===== src/rtl/cnn_pkg.sv =====
// Shared CNN accelerator definitions: default datapath sizes, the
// weight_buffer FSM state encoding and a small index-width helper.
package cnn_pkg;

    localparam int unsigned DEF_WEIGHT_WIDTH = 8;
    localparam int unsigned DEF_NUM_LANES    = 4;
    localparam int unsigned DEF_KERNEL_SIZE  = 9;
    localparam int unsigned DEF_KCNT_W       = 16;

    typedef enum logic [1:0] {
        ST_IDLE  = 2'd0,
        ST_REQ   = 2'd1,
        ST_FILL  = 2'd2,
        ST_DRAIN = 2'd3
    } wb_state_e;

    // Bits needed to index n beats (at least 1 bit).
    function automatic int unsigned idx_width(input int unsigned n);
        int unsigned w;
        w = (n > 1) ? int'($clog2(n)) : 1;
        return w;
    endfunction

endpackage


===== src/rtl/weight_bank.sv =====
// One kernel bank: stores KERNEL_SIZE beats of four weight lanes.
// Ports:
//   clk, rst      clock, synchronous active-high clear of all contents
//   we, idx       write enable and beat index for the current beat
//   weight0..3    lane data for the beat (lane count is fixed at 4)
//   kernel_data   flat contents, lane L beat B at (L*KERNEL_SIZE+B)*WEIGHT_WIDTH
module weight_bank
    import cnn_pkg::*;
#(
    parameter int unsigned WEIGHT_WIDTH = DEF_WEIGHT_WIDTH,
    parameter int unsigned NUM_LANES    = DEF_NUM_LANES,
    parameter int unsigned KERNEL_SIZE  = DEF_KERNEL_SIZE,
    parameter int unsigned IDX_W        = idx_width(KERNEL_SIZE)
) (
    input  logic                                        clk,
    input  logic                                        rst,
    input  logic                                        we,
    input  logic [IDX_W-1:0]                            idx,
    input  logic [WEIGHT_WIDTH-1:0]                     weight0,
    input  logic [WEIGHT_WIDTH-1:0]                     weight1,
    input  logic [WEIGHT_WIDTH-1:0]                     weight2,
    input  logic [WEIGHT_WIDTH-1:0]                     weight3,
    output logic [NUM_LANES*KERNEL_SIZE*WEIGHT_WIDTH-1:0] kernel_data
);

    localparam int unsigned KD_W = NUM_LANES * KERNEL_SIZE * WEIGHT_WIDTH;

    logic [WEIGHT_WIDTH-1:0] lane [4];
    logic [KD_W-1:0]         data;

    assign lane[0] = weight0;
    assign lane[1] = weight1;
    assign lane[2] = weight2;
    assign lane[3] = weight3;

    // Scatter one beat across the lane-major layout.
    always_ff @(posedge clk) begin
        if (rst) begin
            data <= '0;
        end else if (we) begin
            for (int l = 0; l < NUM_LANES; l++) begin
                data[(l * KERNEL_SIZE + int'(idx)) * WEIGHT_WIDTH +: WEIGHT_WIDTH] <= lane[l];
            end
        end
    end

    assign kernel_data = data;

endmodule


===== src/rtl/weight_buffer.sv =====
// Double-buffered kernel store between the weight BRAM loader and the PE array.
// Requests kernels from the loader, captures KERNEL_SIZE beats of 4 lanes into
// the free bank, and presents the oldest complete bank until acknowledged.
// Ports:
//   clk, rst                       clock, synchronous active-high reset
//   layer_start, num_kernels       begin a layer of num_kernels kernels (IDLE only)
//   load_start, load_done, addr_rst  loader handshake (load_done is combinational)
//   weight0..3, weight_vld         lane stream from the loader
//   kernel_data, kernel_vld        read bank contents and its full flag
//   kernel_ack                     PE array releases the current kernel
//   layer_done, busy               layer status
module weight_buffer
    import cnn_pkg::*;
#(
    parameter int unsigned WEIGHT_WIDTH = DEF_WEIGHT_WIDTH,
    parameter int unsigned NUM_LANES    = DEF_NUM_LANES,
    parameter int unsigned KERNEL_SIZE  = DEF_KERNEL_SIZE,
    parameter int unsigned KCNT_W       = DEF_KCNT_W
) (
    input  logic                                          clk,
    input  logic                                          rst,
    input  logic                                          layer_start,
    input  logic [KCNT_W-1:0]                             num_kernels,
    output logic                                          load_start,
    output logic                                          load_done,
    output logic                                          addr_rst,
    input  logic [WEIGHT_WIDTH-1:0]                       weight0,
    input  logic [WEIGHT_WIDTH-1:0]                       weight1,
    input  logic [WEIGHT_WIDTH-1:0]                       weight2,
    input  logic [WEIGHT_WIDTH-1:0]                       weight3,
    input  logic                                          weight_vld,
    output logic [NUM_LANES*KERNEL_SIZE*WEIGHT_WIDTH-1:0] kernel_data,
    output logic                                          kernel_vld,
    input  logic                                          kernel_ack,
    output logic                                          layer_done,
    output logic                                          busy
);

    localparam int unsigned KD_W  = NUM_LANES * KERNEL_SIZE * WEIGHT_WIDTH;
    localparam int unsigned IDX_W = idx_width(KERNEL_SIZE);

    wb_state_e         state, state_nx;
    logic              wr_bank, rd_bank;
    logic [1:0]        full, full_nx;
    logic [KCNT_W-1:0] remaining;
    logic [IDX_W-1:0]  bcnt;
    logic              layer_active;
    logic              start_c, beat_c, last_beat_c, ack_c;
    logic [KD_W-1:0]   bank0_data, bank1_data;

    assign start_c     = (state == ST_IDLE) && layer_start;
    assign beat_c      = (state == ST_FILL) && weight_vld;
    assign last_beat_c = beat_c && (bcnt == IDX_W'(KERNEL_SIZE - 1));
    assign ack_c       = kernel_ack && kernel_vld;

    // Loader stops incrementing one beat early; it still delivers the final beat.
    assign load_done   = beat_c && (bcnt == IDX_W'(KERNEL_SIZE - 2));

    assign kernel_vld  = full[rd_bank];
    assign busy        = (state != ST_IDLE) || (full != 2'b00);
    assign kernel_data = rd_bank ? bank1_data : bank0_data;

    weight_bank #(
        .WEIGHT_WIDTH (WEIGHT_WIDTH),
        .NUM_LANES    (NUM_LANES),
        .KERNEL_SIZE  (KERNEL_SIZE),
        .IDX_W        (IDX_W)
    ) u_bank0 (
        .clk         (clk),
        .rst         (rst),
        .we          (beat_c && !wr_bank),
        .idx         (bcnt),
        .weight0     (weight0),
        .weight1     (weight1),
        .weight2     (weight2),
        .weight3     (weight3),
        .kernel_data (bank0_data)
    );

    weight_bank #(
        .WEIGHT_WIDTH (WEIGHT_WIDTH),
        .NUM_LANES    (NUM_LANES),
        .KERNEL_SIZE  (KERNEL_SIZE),
        .IDX_W        (IDX_W)
    ) u_bank1 (
        .clk         (clk),
        .rst         (rst),
        .we          (beat_c && wr_bank),
        .idx         (bcnt),
        .weight0     (weight0),
        .weight1     (weight1),
        .weight2     (weight2),
        .weight3     (weight3),
        .kernel_data (bank1_data)
    );

    // State register.
    always_ff @(posedge clk) begin
        if (rst) begin
            state <= ST_IDLE;
        end else begin
            state <= state_nx;
        end
    end

    // Next state and next bank-full flags.
    always_comb begin
        state_nx = state;
        full_nx  = full;
        case (state)
            ST_IDLE: begin
                if (!layer_start && (remaining != '0) && !full[wr_bank]) begin
                    state_nx = ST_REQ;
                end
            end
            ST_REQ:   state_nx = ST_FILL;
            ST_FILL: begin
                if (last_beat_c) begin
                    state_nx = ST_DRAIN;
                end
            end
            ST_DRAIN: state_nx = ST_IDLE;
            default:  state_nx = ST_IDLE;
        endcase
        // Ack and completion always target different banks, so both apply.
        if (ack_c) begin
            full_nx[rd_bank] = 1'b0;
        end
        if (last_beat_c) begin
            full_nx[wr_bank] = 1'b1;
        end
    end

    // Handshake outputs, pointers and counters.
    always_ff @(posedge clk) begin
        if (rst) begin
            addr_rst     <= 1'b0;
            load_start   <= 1'b0;
            bcnt         <= '0;
            full         <= 2'b00;
            wr_bank      <= 1'b0;
            rd_bank      <= 1'b0;
            remaining    <= '0;
            layer_active <= 1'b0;
            layer_done   <= 1'b0;
        end else begin
            addr_rst   <= start_c;
            load_start <= (state == ST_REQ);
            if (state == ST_REQ) begin
                bcnt <= '0;
            end else if (beat_c) begin
                bcnt <= bcnt + IDX_W'(1);
            end
            if (start_c) begin
                // Pointers restart too, so a new layer always fills bank 0 first.
                full         <= 2'b00;
                wr_bank      <= 1'b0;
                rd_bank      <= 1'b0;
                remaining    <= num_kernels;
                layer_active <= 1'b1;
                layer_done   <= (num_kernels == '0);
            end else begin
                full <= full_nx;
                if (last_beat_c) begin
                    wr_bank   <= ~wr_bank;
                    remaining <= remaining - KCNT_W'(1);
                end
                if (ack_c) begin
                    rd_bank <= ~rd_bank;
                end
                if (layer_active && (state == ST_IDLE) && (remaining == '0) && (full == 2'b00)) begin
                    layer_done <= 1'b1;
                end
            end
        end
    end

endmodule

===== config.mk =====
export PLATFORM = sky130hd
export DESIGN_NAME = weight_buffer
export DESIGN_NICKNAME = d
export VERILOG_FILES = /design/src/rtl/cnn_pkg.sv /design/src/rtl/weight_bank.sv /design/src/rtl/weight_buffer.sv
export SDC_FILE = /design/constraint.sdc
export NUM_CORES = 2
export LEC_CHECK = 0
export BUFFER_PORTS_ARGS = -buffer_cell sky130_fd_sc_hd__buf_2
export CAP_MARGIN = 20
export CELL_PAD_IN_SITES_DETAIL_PLACEMENT = 0
export CELL_PAD_IN_SITES_GLOBAL_PLACEMENT = 1
export CORE_UTILIZATION = 29
export DETAILED_ROUTE_END_ITERATION = 10
export PLACE_DENSITY_LB_ADDON = 0.1
export SLEW_MARGIN = 20
export SYNTH_ARGS = -nofsm -noshare
export SYNTH_HDL_FRONTEND = slang
export SYNTH_SLANG_ARGS = --single-unit
export TNS_END_PERCENT = 10

===== constraint.sdc =====
create_clock -name clk -period 7.1 [get_ports clk]
set_clock_uncertainty 0.05 [all_clocks]
set_input_delay 1.775 -clock clk [delete_from_list [all_inputs] [get_ports clk]]
set_output_delay 1.775 -clock clk [all_outputs]
set_load 0.02 [all_outputs]

Word level (Yosys, flattened, before mapping):

Index checks and enable logic that the tools add are counted.
W data, S select, Z words.

* logic and storage cells: 101
* register bits after elaboration: 606
* output and inout bits: 294

* mux-type cells: 26
* bitwise operators: 5
* $lt $le $gt $ge: 4
* equal/unequal tests: 7
* shifts and indexed selects: 8
* reductions and logical operators: 30
* add/subtract/negate cells: 9

Operators by type and width (count)
* $bwmux W288: 8
* $shift A8 B34 Y288 const A: 4
* $shiftx A8 B34 Y288: 4
* $mux W288: 1
* $neg A32 Y34: 3
* $neg A7 Y34: 1
* $logic_not A16 Y1: 2
* $mux W16: 2
* $reduce_bool A16 Y1: 1
* $sub A16 B1 Y16 const B: 1
* $logic_and A1 B1 Y1: 14
* $add A5 B4 Y6 const A: 2
* $mux W1: 8
* $mux W2: 4
* $pmux W2 S4: 1
* $reduce_bool A2 Y1: 4
* $add A4 B4 Y5 const A: 1
* $add A4 B1 Y4 const B: 1
* $eq A2 B2 Y1 const B: 2
* $eq A4 B3 Y1 const B: 1
* $eq A4 B4 Y1 const B: 1
* $logic_not A2 Y1: 2
* $lt A1 B2 Y1 const B: 2
* $reduce_or A2 Y1: 2
* 12 further kinds: 17

Logic depth before layout (Yosys ltp):

* depth in word-level cells: 9
* mapped depth: 19

Modules after synthesis:

Synthesis repeated with hierarchy kept, for this count alone.

* cells, all modules: 5888
* area, all modules: 44725.4 um^2

By module, submodules not included
* weight_bank at u_bank1: cells an instance 2843, area an instance 20668.6 um^2, times used 1
* weight_bank at u_bank0: cells an instance 2542, area an instance 19105.8 um^2, times used 1
* weight_buffer: cells an instance 503, area an instance 4951.0 um^2, times used 1

Worst setup path before layout:

OpenSTA, ideal clock, no wires.

* path kind: reg-to-reg
* start: register bcnt[0]
* end: register u_bank0.data[33], in the netlist u_bank0.kernel_data[33]
* path buffers: 7
* arrival time: 4.012 ns
* setup slack: 2.953 ns
* clock period less this slack: 4.147 ns
* cell stages (with the launch flop): 20
* cells stage by stage: dfxtp_1 -> buf_4 -> buf_2 -> inv_1 -> ha_1 -> xor2_2 -> buf_4 -> clkbuf_1 -> a31oi_1 -> nor2_1 -> ha_1 -> clkbuf_1 -> clkinv_1 -> a211o_1 -> a211o_1 -> buf_2 -> a21oi_1 -> buf_2 -> nor2_1 -> a211oi_1

* cells in the longest elaborated chain, start to end: 6
* elaborated cells on any way between the ends: 19
* classes of those cells: add/sub: 7; shift: 8; mux: 4

RTL lines
* start: declaration: line weight_buffer.sv:46 `logic [IDX_W-1:0] bcnt;`
* start signal: assignment: line weight_buffer.sv:152 `bcnt <= bcnt + IDX_W'(1);`
* $add A4 B4 Y5 or $neg A7 Y34 (tied branches): line weight_bank.sv:42 `data[(l * KERNEL_SIZE + int'(idx)) * WEIGHT_WIDTH +: WEIGHT_WIDTH] <= lane[l];`
* $neg A32 Y34 (tied with other cells): line weight_bank.sv:42
* $shiftx A8 B34 Y288 (tied with other cells): line weight_bank.sv:42
* $bwmux W288 (2 in a row): line weight_bank.sv:42
* $bwmux W288 *: line weight_bank.sv:42
* end signal: indexed assignment: line weight_bank.sv:42
* end: declaration: line weight_bank.sv:29 `logic [KD_W-1:0] data;`

Every way passes the cells marked *; elsewhere a longest branch is shown, timed or not.
A chain may end at the register's enable or synchronous reset.

Final worst setup path:

* start: register bcnt[0]
* end: register u_bank1.data[61], in the netlist u_bank1.kernel_data[61]

* cells in the longest elaborated chain, start to end: 6
* elaborated cells on any way between the ends: 19
* classes of those cells: add/sub: 7; shift: 8; mux: 4

RTL lines (line)
* $add A4 B4 Y5 or $neg A7 Y34 (tied branches): weight_bank.sv:42
* $neg A32 Y34 (tied with other cells): weight_bank.sv:42
* $shiftx A8 B34 Y288 (tied with other cells): weight_bank.sv:42
* $bwmux W288 (2 in a row): weight_bank.sv:42
* $bwmux W288 *: weight_bank.sv:42
* end signal: indexed assignment: weight_bank.sv:42
* end: declaration: weight_bank.sv:29

Marked as above.

==> metrics.md <==
| Metric | Value |
|---|---|
| WP data required | 7.69 ns |
| Clock root buffer | clkbuf_16 |
| Sequential area share after synthesis | 33.8% |
| Setup violations, final | 0 |
| Cell count after synthesis | 4326 |
| DRC violations left | 0 |
| Global route overflow | 0 |
| Yosys cell types | 109 |
| Vias in the first global route | 35100 |
| Hold Path Class | register to register |
| Ys flop type | dfxtp_1 |
| Commonest non-fill, non-tap cells in the layout | dfxtp_1, nand2_1, nor2_1 |
| Sw frac | 31.1% |
| Top cell type by total area after synthesis | dfxtp_1 |
| Leak | 15.3 nW |
| Pint | 0.00611 W |
| Hold Slack | 0.397 ns |
| CTS tree | done |
| RD Place Congestion | 0.967 |
| Row cnt | 128 |
| Post-synth top area share | 33.8% |
| Hold Fails Final Rpt | 0 |
| Dpl cell area | 39400 um^2 |
| CTS hold repair buffers | 0 |
| Post-Synth Simple-Gate Area | 18.4% |
| Placement-stage worst setup slack | 1.82 ns |
| 1st-iter DRT viols | 4273 |
| Status | complete, no violations |
| MaxCap Viol Count | 0 |
| Worst setup margin | 1.67 ns |
| IR drop worst, VDD | 0.000184 V |
| Seq cells post-synth | 606 |
| # nets final | 4607 |
| Async SR Flop Fraction | 0% |
| F_max | 0.184 GHz |
| Starting Density | 29.4% |
| Number of synthesized flops with an enable pin | 0 |
| Setup bufs post-CTS | 0 |
| Commonest non-fill, non-tap cell in the layout | dfxtp_1 |
| Count of input and output buffers | 346 |
| Global-route wire length before repair | 267000 um |
| Tcrit/Tclk final | 76.5% |
| Clock H-tree levels | 3 |
| Overall routing resource usage | 29.0% |
| WL/cell | 30.5 um |
| Largest family of logic cells by synthesized area | compound AO/OA/AOI/OAI gates |
| Clock power share | 44.2% |
| Kind of critical path | register to register |
| Post-CTS sizing | 0 |
| WP data arrival | 6.02 ns |
| Final slew viol count | 0 |
| CTS sink cnt | 606 |
| Fraction of layout cells with a size suffix above 1 | 23.0% |
| Slew @ Worst Pin | 1.21 ns |
| Worst Path Max Fanout | 25 |
| Minimum clock period | 5.43 ns |
| Syn. warnings | 0 |
| Total number of vias | 37500 |
| Gate power share | 16.3% |
| Routed Wire Length | 190000 um |
| Die Span X | 354 um |
| Synthesized area per cell | 8.30 um^2 |
| Antenna violations before repair | 19 |
| Crit start category | register |
| 1st-pass router iterations | 6 |
| Die footprint | 125000 um^2 |
| Post-synthesis compound-gate area fraction | 29.4% |
| Area growth from synthesis to layout | 16.9% |
| CTS clk-pin slew, worst paths | 0.08 ns |
| Xor and xnor area share after synthesis | 0.791% |
| Fin Setup TNS | 0 ns |
| Syn_nets | 4402 |
| Largest net degree at the start of global routing | 92 |
| RSZ-0062 raised after global routing | no |
| Clock Latency Late Sink | 0.70 ns |
| IO Count | 347 |
| Synth Cell Area | 35900 um^2 |
| Vias per inst | 6.03 |
| Final instance area | 42000 um^2 |
| Crit. End Element | register |
| Util after Layout | 34.3% |
| Mux cell area share after synthesis | 11.9% |
| Core ar. | 122000 um^2 |
| Vert. Die Dim | 354 um |
| Sw power | 0.00276 W |
| Reg power frac | 39.5% |
| Remaining antenna violation count after routing | 0 |
| Max-slew headroom | 18.9% |
| Power density over the cells | 212 nW/um^2 |
| HPWL Detailed | 135000 um |
| Synth area leaders | dfxtp_1, mux2_2, a22o_1 |
| CTS Buf Count | 74 |
| Max clock buf depth | 3 |
| Synth Area in Adders | 0.802% |
[stage by stage]
step,power [W],instances
floorplan,0.00437,4326
global placement,0.00499,6078
detailed placement,0.00499,6080
CTS,0.00894,6211
global route,0.00918,6215
finish,0.00888,6220
[path summary, 6_finish.rpt]
path / slack, ns / startpoint / cells after the start / end
min: 0.40 / u_bank1.kernel_data[119] / 2 / u_bank1.kernel_data[119]
max: 1.67 / bcnt[0] / 14 / u_bank1.kernel_data[61]
min reg2reg: 0.40 / u_bank1.kernel_data[119] / 2 / u_bank1.kernel_data[119]
max reg2reg: 1.67 / bcnt[0] / 14 / u_bank1.kernel_data[61]
[logic make-up (layout without fill, tap and decap cells)]
family | Yosys count | in the layout
buffers and inverters | 419 | 679
multiplexers | 388 | 388
other | 0 | 9
XOR/XNOR | 29 | 29
adder cells (fa/ha/maj) | 23 | 23
AO/OA/AOI/OAI | 1455 | 1455
flip-flops | 606 | 606
AND/OR/NAND/NOR | 1406 | 1406
[sequential cells by signal, summed over array words and instances, names as in the netlist, 2 cells and up]
register             flops
u_bank0.kernel_data    288
remaining               16
full                     2
state                    2
bcnt                     4
u_bank1.kernel_data    288
[worst max-delay path, stage by stage (launching register included)]
cell,delay (ns)
dfxtp_1,0.88
inv_1,0.38
ha_1,0.38
buf_4,0.20
nand2_1,0.21
buf_4,0.27
nor2_1,0.08
ha_1,0.52
clkinv_1,0.35
nor2_1,0.45
o2111ai_1,0.25
buf_4,0.27
a31oi_2,0.68
o21ai_0,0.16
a31oi_1,0.20
[cell type report]
cell class | instances | area [um^2]
Clock inverter | 27 | 350
Timing Repair Buffer | 499 | 2940
Clock buffer | 104 | 2120
Inverter | 49 | 186
Sequential cell | 606 | 12100
Tap cell | 1625 | 2030
Fill cell | 13000 | 80200
Multi-Input combinational cell | 3301 | 22200
Antenna cell | 9 | 22.5
[power groups by stage]
| stage | combinational [W] | sequential (W) | clock (W) |
|---|---|---|---|
| floorplan | 0.000797 | 0.00357 | 0 |
| global placement | 0.00141 | 0.00358 | 0 |
| detailed placement | 0.00141 | 0.00358 | 0 |
| CTS | 0.00141 | 0.00351 | 0.00402 |
| global route | 0.00150 | 0.00351 | 0.00416 |
| finish | 0.00145 | 0.00351 | 0.00392 |
[per-layer routing]
metal  vias to the layer above  part of all wire (%)  global-route usage [%]  routed length, um
li1                      16900                     -                       -                  -
met1                     18500                    45                    41.0              86200
met2                      1735                    43                    43.2              81600
met3                       382                   7.4                    5.30              14000
met4                        10                   4.1                    11.4               7700
met5                         -                 0.031                       0                 59
[synth_stat cells (all sizes together) (17+ instances only)]
cell / count
nand4: 53
nor3: 109
nand3: 183
nor2: 379
ha: 23
inv: 44
or3: 22
mux2: 299
a211o: 31
clkbuf: 250
o211ai: 54
o221ai: 36
dfxtp: 606
a21oi: 309
a31oi: 112
mux2i: 89
o2111ai: 39
and3: 37
nor4: 57
o22ai: 19
o31ai: 36
o21ai: 271
nand2b: 17
a22o: 208
nand2: 457
a221oi: 29
a211oi: 112
buf: 120
a311oi: 53
xnor2: 19
(Power assumes the default switching activity.)
